<file path="src/rtl/reg_arb_pkg.sv">
// Shared types and reset/default constants for the register access arbiter.
package reg_arb_pkg;

    typedef enum logic [1:0] {
        IDLE    = 2'd0,
        ISSUE   = 2'd1,
        WAIT_RD = 2'd2
    } state_t;

    localparam int MIN_REQ          = 2;
    localparam int MAX_REQ          = 8;
    localparam int RST_PTR          = 0;
    localparam int DEF_TIMEOUT      = 255;
    localparam logic RST_BUSY       = 1'b0;

    function automatic int idx_width(input int n_req);
        return (n_req > 1) ? $clog2(n_req) : 1;
    endfunction

endpackage

</file>
<file path="src/rtl/reg_access_arbiter_if.sv">
// Requester-side bus of the register access arbiter: request fields in, ack/read-return out.
interface reg_access_arbiter_if #(
    parameter int N_REQ      = 2,
    parameter int ADDR_WIDTH = 8,
    parameter int DATA_WIDTH = 32
);
    logic [N_REQ-1:0]                 i_req;
    logic [N_REQ-1:0]                 i_we;
    logic [N_REQ-1:0][ADDR_WIDTH-1:0] i_addr;
    logic [N_REQ-1:0][DATA_WIDTH-1:0] i_wdata;
    logic [N_REQ-1:0]                 o_ack;
    logic [N_REQ-1:0]                 o_rvalid;
    logic [DATA_WIDTH-1:0]            o_rdata;
    logic                             o_rerr;

    // Arbiter side.
    modport slave (
        input  i_req, i_we, i_addr, i_wdata,
        output o_ack, o_rvalid, o_rdata, o_rerr
    );

    // Requester side.
    modport master (
        output i_req, i_we, i_addr, i_wdata,
        input  o_ack, o_rvalid, o_rdata, o_rerr
    );
endinterface

</file>
<file path="src/rtl/reg_access_arbiter_rr_arbiter.sv">
// Round-robin grant selection: first active request at or after ptr, one-hot result.
module rr_arbiter #(
    parameter int N_REQ = 2,
    parameter int IDX_W = 1
) (
    input  logic [N_REQ-1:0] req,
    input  logic [IDX_W-1:0] ptr,
    output logic [N_REQ-1:0] grant
);

    logic        found;
    int unsigned idx;

    always_comb begin
        grant = '0;
        found = 1'b0;
        idx   = 0;
        for (int unsigned i = 0; i < N_REQ; i++) begin
            idx = 32'(ptr) + i;
            if (idx >= N_REQ) idx = idx - N_REQ;
            if (!found && req[idx]) begin
                grant[idx] = 1'b1;
                found      = 1'b1;
            end
        end
    end

endmodule

</file>
<file path="src/rtl/reg_access_arbiter.sv">
// Round-robin arbiter serialising N_REQ requesters onto one register block port.
// Optional read timeout enabled by defining REG_ARB_TIMEOUT_EN.
module reg_access_arbiter
    import reg_arb_pkg::*;
#(
    parameter int N_REQ          = 2,
    parameter int ADDR_WIDTH     = 8,
    parameter int DATA_WIDTH     = 32,
    parameter int TIMEOUT_CYCLES = DEF_TIMEOUT
) (
    input  logic                  clk,
    input  logic                  i_reset,
    reg_access_arbiter_if.slave   bus,
    output logic                  o_w_en,
    output logic [ADDR_WIDTH-1:0] o_w_addr,
    output logic [DATA_WIDTH-1:0] o_w_value,
    output logic                  o_r_en,
    output logic [ADDR_WIDTH-1:0] o_r_addr,
    input  logic [DATA_WIDTH-1:0] i_r_value,
    input  logic                  i_r_valid,
    output logic                  o_busy
);

    localparam int IDX_W = idx_width(N_REQ);

    state_t                  state;
    logic [IDX_W-1:0]        ptr;
    logic [IDX_W-1:0]        cur;
    logic [IDX_W-1:0]        grant_idx;
    logic [N_REQ-1:0]        grant_oh;
    logic                    cap_we;
    logic [ADDR_WIDTH-1:0]   cap_addr;
    logic [DATA_WIDTH-1:0]   cap_wdata;

    rr_arbiter #(
        .N_REQ (N_REQ),
        .IDX_W (IDX_W)
    ) u_rr (
        .req   (bus.i_req),
        .ptr   (ptr),
        .grant (grant_oh)
    );

    always_comb begin
        grant_idx = '0;
        for (int unsigned i = 0; i < N_REQ; i++) begin
            if (grant_oh[i]) grant_idx = IDX_W'(i);
        end
    end

`ifdef REG_ARB_TIMEOUT_EN
    logic [31:0] wait_cnt;
`else
    localparam int unused_timeout_cfg = TIMEOUT_CYCLES;
    assign bus.o_rerr = 1'b0;
`endif

    always_ff @(posedge clk) begin
        if (i_reset) begin
            state        <= IDLE;
            ptr          <= IDX_W'(RST_PTR);
            cur          <= '0;
            cap_we       <= 1'b0;
            cap_addr     <= '0;
            cap_wdata    <= '0;
            bus.o_ack    <= '0;
            bus.o_rvalid <= '0;
            bus.o_rdata  <= '0;
            o_w_en       <= 1'b0;
            o_w_addr     <= '0;
            o_w_value    <= '0;
            o_r_en       <= 1'b0;
            o_r_addr     <= '0;
            o_busy       <= RST_BUSY;
`ifdef REG_ARB_TIMEOUT_EN
            bus.o_rerr   <= 1'b0;
            wait_cnt     <= '0;
`endif
        end else begin
            bus.o_ack    <= '0;
            bus.o_rvalid <= '0;
            o_w_en       <= 1'b0;
            o_r_en       <= 1'b0;
            case (state)
                IDLE: begin
                    if (|bus.i_req) begin
                        cur       <= grant_idx;
                        cap_we    <= bus.i_we[grant_idx];
                        cap_addr  <= bus.i_addr[grant_idx];
                        cap_wdata <= bus.i_wdata[grant_idx];
                        ptr       <= (grant_idx == IDX_W'(N_REQ - 1)) ? '0 : grant_idx + 1'b1;
                        state     <= ISSUE;
                        o_busy    <= 1'b1;
                    end
                end
                ISSUE: begin
                    bus.o_ack[cur] <= 1'b1;
                    if (cap_we) begin
                        o_w_en    <= 1'b1;
                        o_w_addr  <= cap_addr;
                        o_w_value <= cap_wdata;
                        state     <= IDLE;
                        o_busy    <= 1'b0;
                    end else begin
                        o_r_en    <= 1'b1;
                        o_r_addr  <= cap_addr;
                        state     <= WAIT_RD;
`ifdef REG_ARB_TIMEOUT_EN
                        wait_cnt  <= '0;
`endif
                    end
                end
                WAIT_RD: begin
                    if (i_r_valid) begin
                        bus.o_rdata       <= i_r_value;
                        bus.o_rvalid[cur] <= 1'b1;
                        state             <= IDLE;
                        o_busy            <= 1'b0;
`ifdef REG_ARB_TIMEOUT_EN
                        bus.o_rerr        <= 1'b0;
                    end else if (wait_cnt == 32'(TIMEOUT_CYCLES - 1)) begin
                        bus.o_rdata       <= '0;
                        bus.o_rvalid[cur] <= 1'b1;
                        bus.o_rerr        <= 1'b1;
                        state             <= IDLE;
                        o_busy            <= 1'b0;
                    end else begin
                        wait_cnt          <= wait_cnt + 1'b1;
`endif
                    end
                end
                default: begin
                    state  <= IDLE;
                    o_busy <= 1'b0;
                end
            endcase
        end
    end

endmodule

</file>
<file path="src/flat_wrapper.sv">
// flat-port wrapper written by rule: the top's interface ports become plain ports
module reg_access_arbiter_flat import reg_arb_pkg::*;
#(
    parameter int N_REQ          = 2,
    parameter int ADDR_WIDTH     = 8,
    parameter int DATA_WIDTH     = 32,
    parameter int TIMEOUT_CYCLES = DEF_TIMEOUT
)
  (clk, i_reset, o_w_en, o_w_addr, o_w_value, o_r_en, o_r_addr, i_r_value, i_r_valid, o_busy, bus_i_req, bus_i_we, bus_i_addr, bus_i_wdata, bus_o_ack, bus_o_rvalid, bus_o_rdata, bus_o_rerr);
  reg_access_arbiter_if #(.N_REQ(N_REQ), .ADDR_WIDTH(ADDR_WIDTH), .DATA_WIDTH(DATA_WIDTH)) bus_i ();
  input  logic clk;
  input  logic i_reset;
  output logic o_w_en;
  output logic [ADDR_WIDTH-1:0] o_w_addr;
  output logic [DATA_WIDTH-1:0] o_w_value;
  output logic o_r_en;
  output logic [ADDR_WIDTH-1:0] o_r_addr;
  input  logic [DATA_WIDTH-1:0] i_r_value;
  input  logic i_r_valid;
  output logic o_busy;
  input wire logic [$bits(bus_i.i_req)-1:0] bus_i_req;
  input wire logic [$bits(bus_i.i_we)-1:0] bus_i_we;
  input wire logic [$bits(bus_i.i_addr)-1:0] bus_i_addr;
  input wire logic [$bits(bus_i.i_wdata)-1:0] bus_i_wdata;
  output wire logic [$bits(bus_i.o_ack)-1:0] bus_o_ack;
  output wire logic [$bits(bus_i.o_rvalid)-1:0] bus_o_rvalid;
  output wire logic [$bits(bus_i.o_rdata)-1:0] bus_o_rdata;
  output wire logic [$bits(bus_i.o_rerr)-1:0] bus_o_rerr;
  assign bus_i.i_req = bus_i_req;
  assign bus_i.i_we = bus_i_we;
  assign bus_i.i_addr = bus_i_addr;
  assign bus_i.i_wdata = bus_i_wdata;
  assign bus_o_ack = bus_i.o_ack;
  assign bus_o_rvalid = bus_i.o_rvalid;
  assign bus_o_rdata = bus_i.o_rdata;
  assign bus_o_rerr = bus_i.o_rerr;
  reg_access_arbiter #(.N_REQ(N_REQ), .ADDR_WIDTH(ADDR_WIDTH), .DATA_WIDTH(DATA_WIDTH), .TIMEOUT_CYCLES(TIMEOUT_CYCLES)) u_core (.clk(clk), .i_reset(i_reset), .bus(bus_i), .o_w_en(o_w_en), .o_w_addr(o_w_addr), .o_w_value(o_w_value), .o_r_en(o_r_en), .o_r_addr(o_r_addr), .i_r_value(i_r_value), .i_r_valid(i_r_valid), .o_busy(o_busy));
endmodule
</file>
<file path="config.mk">
export PLATFORM = sky130hd
export DESIGN_NAME = reg_access_arbiter_flat
export DESIGN_NICKNAME = d
export VERILOG_FILES = /design/src/rtl/reg_arb_pkg.sv /design/src/rtl/reg_access_arbiter_if.sv /design/src/rtl/reg_access_arbiter_rr_arbiter.sv /design/src/rtl/reg_access_arbiter.sv /design/src/flat_wrapper.sv
export SDC_FILE = /design/constraint.sdc
export NUM_CORES = 1
export LEC_CHECK = 0
export BUFFER_PORTS_ARGS = -buffer_cell sky130_fd_sc_hd__buf_4
export CORE_MARGIN = 4
export CORE_UTILIZATION = 35
export DETAILED_ROUTE_END_ITERATION = 7
export PLACE_DENSITY_LB_ADDON = 0.08
export SETUP_SLACK_MARGIN = 0.05
export SLEW_MARGIN = 20
export SYNTH_ARGS = -nofsm -noshare
export SYNTH_HDL_FRONTEND = slang
export SYNTH_SLANG_ARGS = --single-unit
</file>
<file path="constraint.sdc">
create_clock -name clk -period 2.7 [get_ports clk]
set_clock_uncertainty 0.2 [all_clocks]
set_input_delay 0 -clock clk [delete_from_list [all_inputs] [get_ports clk]]
set_output_delay 0 -clock clk [all_outputs]
set_load 0.1 [all_outputs]
</file>
==> metrics list <==
- Max Cap Viol: 0
- The first routing iteration left 234 violations.
- Number of buffers added to fix hold violations after cts: between 150 and 200
- Site row count: 45
- The worst setup path is captured at a flip-flop.
- STA classifies the critical path startpoint as an input port.
- Core box area: roughly 0.015 sq mm
* Final worst setup slack: roughly 0.26 ns
- The number of buffers and inverters on the critical path is 3.
- At the pin with the least slew margin, the transition time is between 0.8 and 0.9 ns.
- Fraction of final layout cells with drive strength greater than 1: a little under a third
- Vias in the first global route: between 5000 and 6000
- Mapped Area: ~0.0054 sq mm
* Die Y: roughly 130 um
- Minimum clock period: approximately 2.4 ns
- In this run the post-CTS setup repair buffer count came out at 0.
- Largest net degree at the start of global routing: 53
- Along the worst path, the maximum fanout reaches 43.
* Cells after synthesis: 625
- The Yosys step of the flow raised 0 warnings.
- The die covers 0.0174 sq mm.
- Maximum level of the CTS H-tree: 4
- Count of buffers from port buffering: slightly above 200
* Cts repair resizes: 0
- Clock-pin transition on the worst setup and hold timing paths: around 0.060 ns
- The signal on the critical path passes through dlygate4sd3_1, buf_4, or2_2, and2_4, a311oi_2, dlygate4sd3_1.
- Setup repair after global routing left no endpoint under its margin.
- In this run, synthesis produced a sequential element count of 132.
- Detail-routed net length per standard cell: between 15 and 20 um
- After layout, the worst path uses between 90% and 100% of the clock period.
- Area growth, synth to finish: 69.4%
* Ratio of routed vias to standard cells: 4.94
- The finished layout holds roughly 1100 standard cells, fillers aside.
- Tracing the worst setup path back leads to its startpoint at bus_i_req[0].
* Number of remaining DRC errors: 0
- At the later pin of the worst-skew pair, clock insertion delay measures 0.41 ns.
- Setup total negative slack on the finished layout was measured at 0 ns.
* Setup Slack @ Placement: 0.797 ns
* Slowest cell on the critical path: sky130_fd_sc_hd__and2_4
- Summed over all nets, the half-perimeter wirelength after detailed placement is about 11000 um.
- The worst hold path begins at bus_i_req[1].
* Max Transition Viols Final: 0
- Initial antenna violation count: 0
- # placed instances: ~960
* Overflow left after global routing: 0
- After synthesis, the mean cell area works out to approximately 8.6 sq um.
- Count of different cell masters after synthesis: 28
* Power after layout: between 0.005 and 0.006 W
* Setup violation total in the final timing report: 0
- The tightest min-delay check is of the in2reg type.
* Data arrival time of the critical path: about 2.5 ns
- 207 I/O pins were placed.
- Launching point of the worst reg2reg path: u_core.ptr
- The share of the Yosys chip area taken by registers is 49.1%.
- The total count of hold-check failures in the final report was 0.
- Across all layers, the routed design uses 5672 vias.
* Maximum resistive drop on vdd: 0.429 mV
* Pwr dens: between 600 and 700 mW/mm^2
- For this configuration, the core starts out at a cell density of between 30 and 40%.
* Count of nets left with antenna violations after detail routing: 0
* Dominant delay contributor by cell family on the critical path: buffers and inverters
- First-pass iteration count of the detailed router: 4
* Peak per-stage delay on the critical path: ~0.7 ns
* Run status: finished, final reports clean
- CTS Root Buffer Type: sky130_fd_sc_hd__clkbuf_16
* CTS Sinks: roughly 130
- For this run, the top clock speed supported by timing is approximately 410 MHz.
* CP Class: in2reg
- From left edge to right edge, the die measures ~130 um.
- At the end of routability-driven placement, the weighted congestion stood at about 0.77.
- TritonCTS created 17 clock buffers.
- Clock tree from TritonCTS: done
* Relative slew slack: 41.8%
* Maximum buffer depth of the clock tree: 2
- Final nets: between 1000 and 1500
- Final routed wirelength across all metal layers: 18100 um
* Endpoint required time on the critical path: roughly 2.8 ns
- ANT cells: 0
- The analysis attributes to cell leakage a power of between 3 and 4 nW.
* Post-synth net total: around 740
- Global routing consumed, over all layers together, approximately 20% of the routing resources.
- The cell that appears most often on the critical path is sky130_fd_sc_hd__dlygate4sd3_1.
- The first global-routing pass estimated a little under 30000 um of wire.
-- per-stage QoR --
step / hold WS (ns) / area (sq um) / util, %
2_1_floorplan: -0.0640 / 5380 / -
3_3_place_gp: 0.0466 / 6960 / 45.9
3_5_place_dp: 0.0591 / 6960 / 45.9
4_1_cts: 0.0589 / 9120 / 60.2
5_1_grt: 0.117 / 9120 / 60.2
6_report: 0.0806 / 9120 / 60.2
-- path summary, 6_finish.rpt --
| check | to | slack [ns] | cells after the start |
|---|---|---|---|
| worst max-delay path | u_core.cap_wdata[9] | 0.26 | 6 |
| worst min-delay path | u_core.cur | 0.08 | 4 |
| worst max register to register | u_core.cap_wdata[9] | 0.35 | 5 |
| worst min register to register | u_core.o_w_value[4] | 0.25 | 2 |
-- layout by cell type (no fill, tap or decap), drive strengths merged, types with 8 or more instances in the layout --
| cell type | Yosys | final |
|---|---|---|
| nor2 | 14 | 14 |
| dfxtp | 132 | 132 |
| o21ai | 41 | 41 |
| a311oi | 41 | 41 |
| mux2i | 8 | 8 |
| nand3 | 42 | 42 |
| clkbuf | 50 | 23 |
| nand2 | 145 | 145 |
| a21oi | 116 | 116 |
| buf | 16 | 215 |
| dlygate4sd3 | 0 | 155 |
-- layer usage --
metal,share of wire (%),GRT usage [%],up-vias
met5,0,0,-
met3,6.1,4.58,30
met2,47,33.6,197
met1,45,25.9,2622
met4,2.0,7.53,0
li1,-,-,2823
-- worst reg2reg max path: cells and delay by family, from the launching register on --
family | cells | cell delay, ns
buffers and inverters | 2 | 0.97
AND/OR/NAND/NOR | 2 | 0.48
flip-flops | 1 | 0.35
AO/OA/AOI/OAI | 1 | 0.29
-- logic make-up after synthesis --
family	synth area share (%)
AOI/OAI and AO/OA	26.5
buffers and inverters	5.97
DFF	49.1
muxes	1.49
other	0.0697
and+or+nand+nor	16.9
-- flip-flops by register name (all words and copies together), names as in the netlist --
register             count
u_core.o_r_en            1
u_core.ptr               1
u_core.cur               1
u_core.o_busy            1
u_core.o_r_addr          8
u_core.bus.o_rvalid      2
u_core.bus.o_ack         2
u_core.cap_addr          8
u_core.cap_we            1
u_core.o_w_addr          8
u_core.o_w_value        32
u_core.state             2
u_core.bus.o_rdata      32
u_core.o_w_en            1
u_core.cap_wdata        32
-- area by class of cell --
class                      count  area (sq um)
sequential                   132          2640
multi-input combinational    425          2430
clock inverter                 8           124
inverter                       2          7.51
tap                          188           235
clock buffer                  23           488
fill                        1336          6030
timing repair buffer         370          3190
-- power by group --
part / switching [W] / internal, W
registers: 0.0000825 / 0.00207
clock network: 0.000838 / 0.00154
logic: 0.000689 / 0.000511
-- synth_stat cells --
cell	number	share of area, %
sky130_fd_sc_hd__a21bo_1	1	0.19
sky130_fd_sc_hd__a21oi_1	116	11
sky130_fd_sc_hd__a311oi_1	1	0.16
sky130_fd_sc_hd__a311oi_2	40	11
sky130_fd_sc_hd__and2_4	1	0.16
sky130_fd_sc_hd__and3_1	1	0.12
sky130_fd_sc_hd__and3b_1	2	0.33
sky130_fd_sc_hd__buf_2	8	0.74
sky130_fd_sc_hd__buf_4	1	0.14
sky130_fd_sc_hd__buf_6	7	1.5
sky130_fd_sc_hd__clkbuf_1	50	3.5
sky130_fd_sc_hd__conb_1	1	0.070
sky130_fd_sc_hd__dfxtp_1	132	49
sky130_fd_sc_hd__inv_2	2	0.14
sky130_fd_sc_hd__mux2i_1	8	1.5
sky130_fd_sc_hd__nand2_1	145	10
sky130_fd_sc_hd__nand2b_1	2	0.23
sky130_fd_sc_hd__nand3_1	42	3.9
sky130_fd_sc_hd__nand3b_1	2	0.28
sky130_fd_sc_hd__nor2_1	13	0.91
sky130_fd_sc_hd__nor2_4	1	0.21
sky130_fd_sc_hd__nor2b_1	1	0.12
sky130_fd_sc_hd__nor3_1	3	0.28
sky130_fd_sc_hd__nor3b_1	1	0.14
sky130_fd_sc_hd__o211a_1	1	0.19
sky130_fd_sc_hd__o21ai_0	41	3.8
sky130_fd_sc_hd__o221a_1	1	0.21
sky130_fd_sc_hd__or2_1	1	0.12
Power figures use the tool's default switching activity.
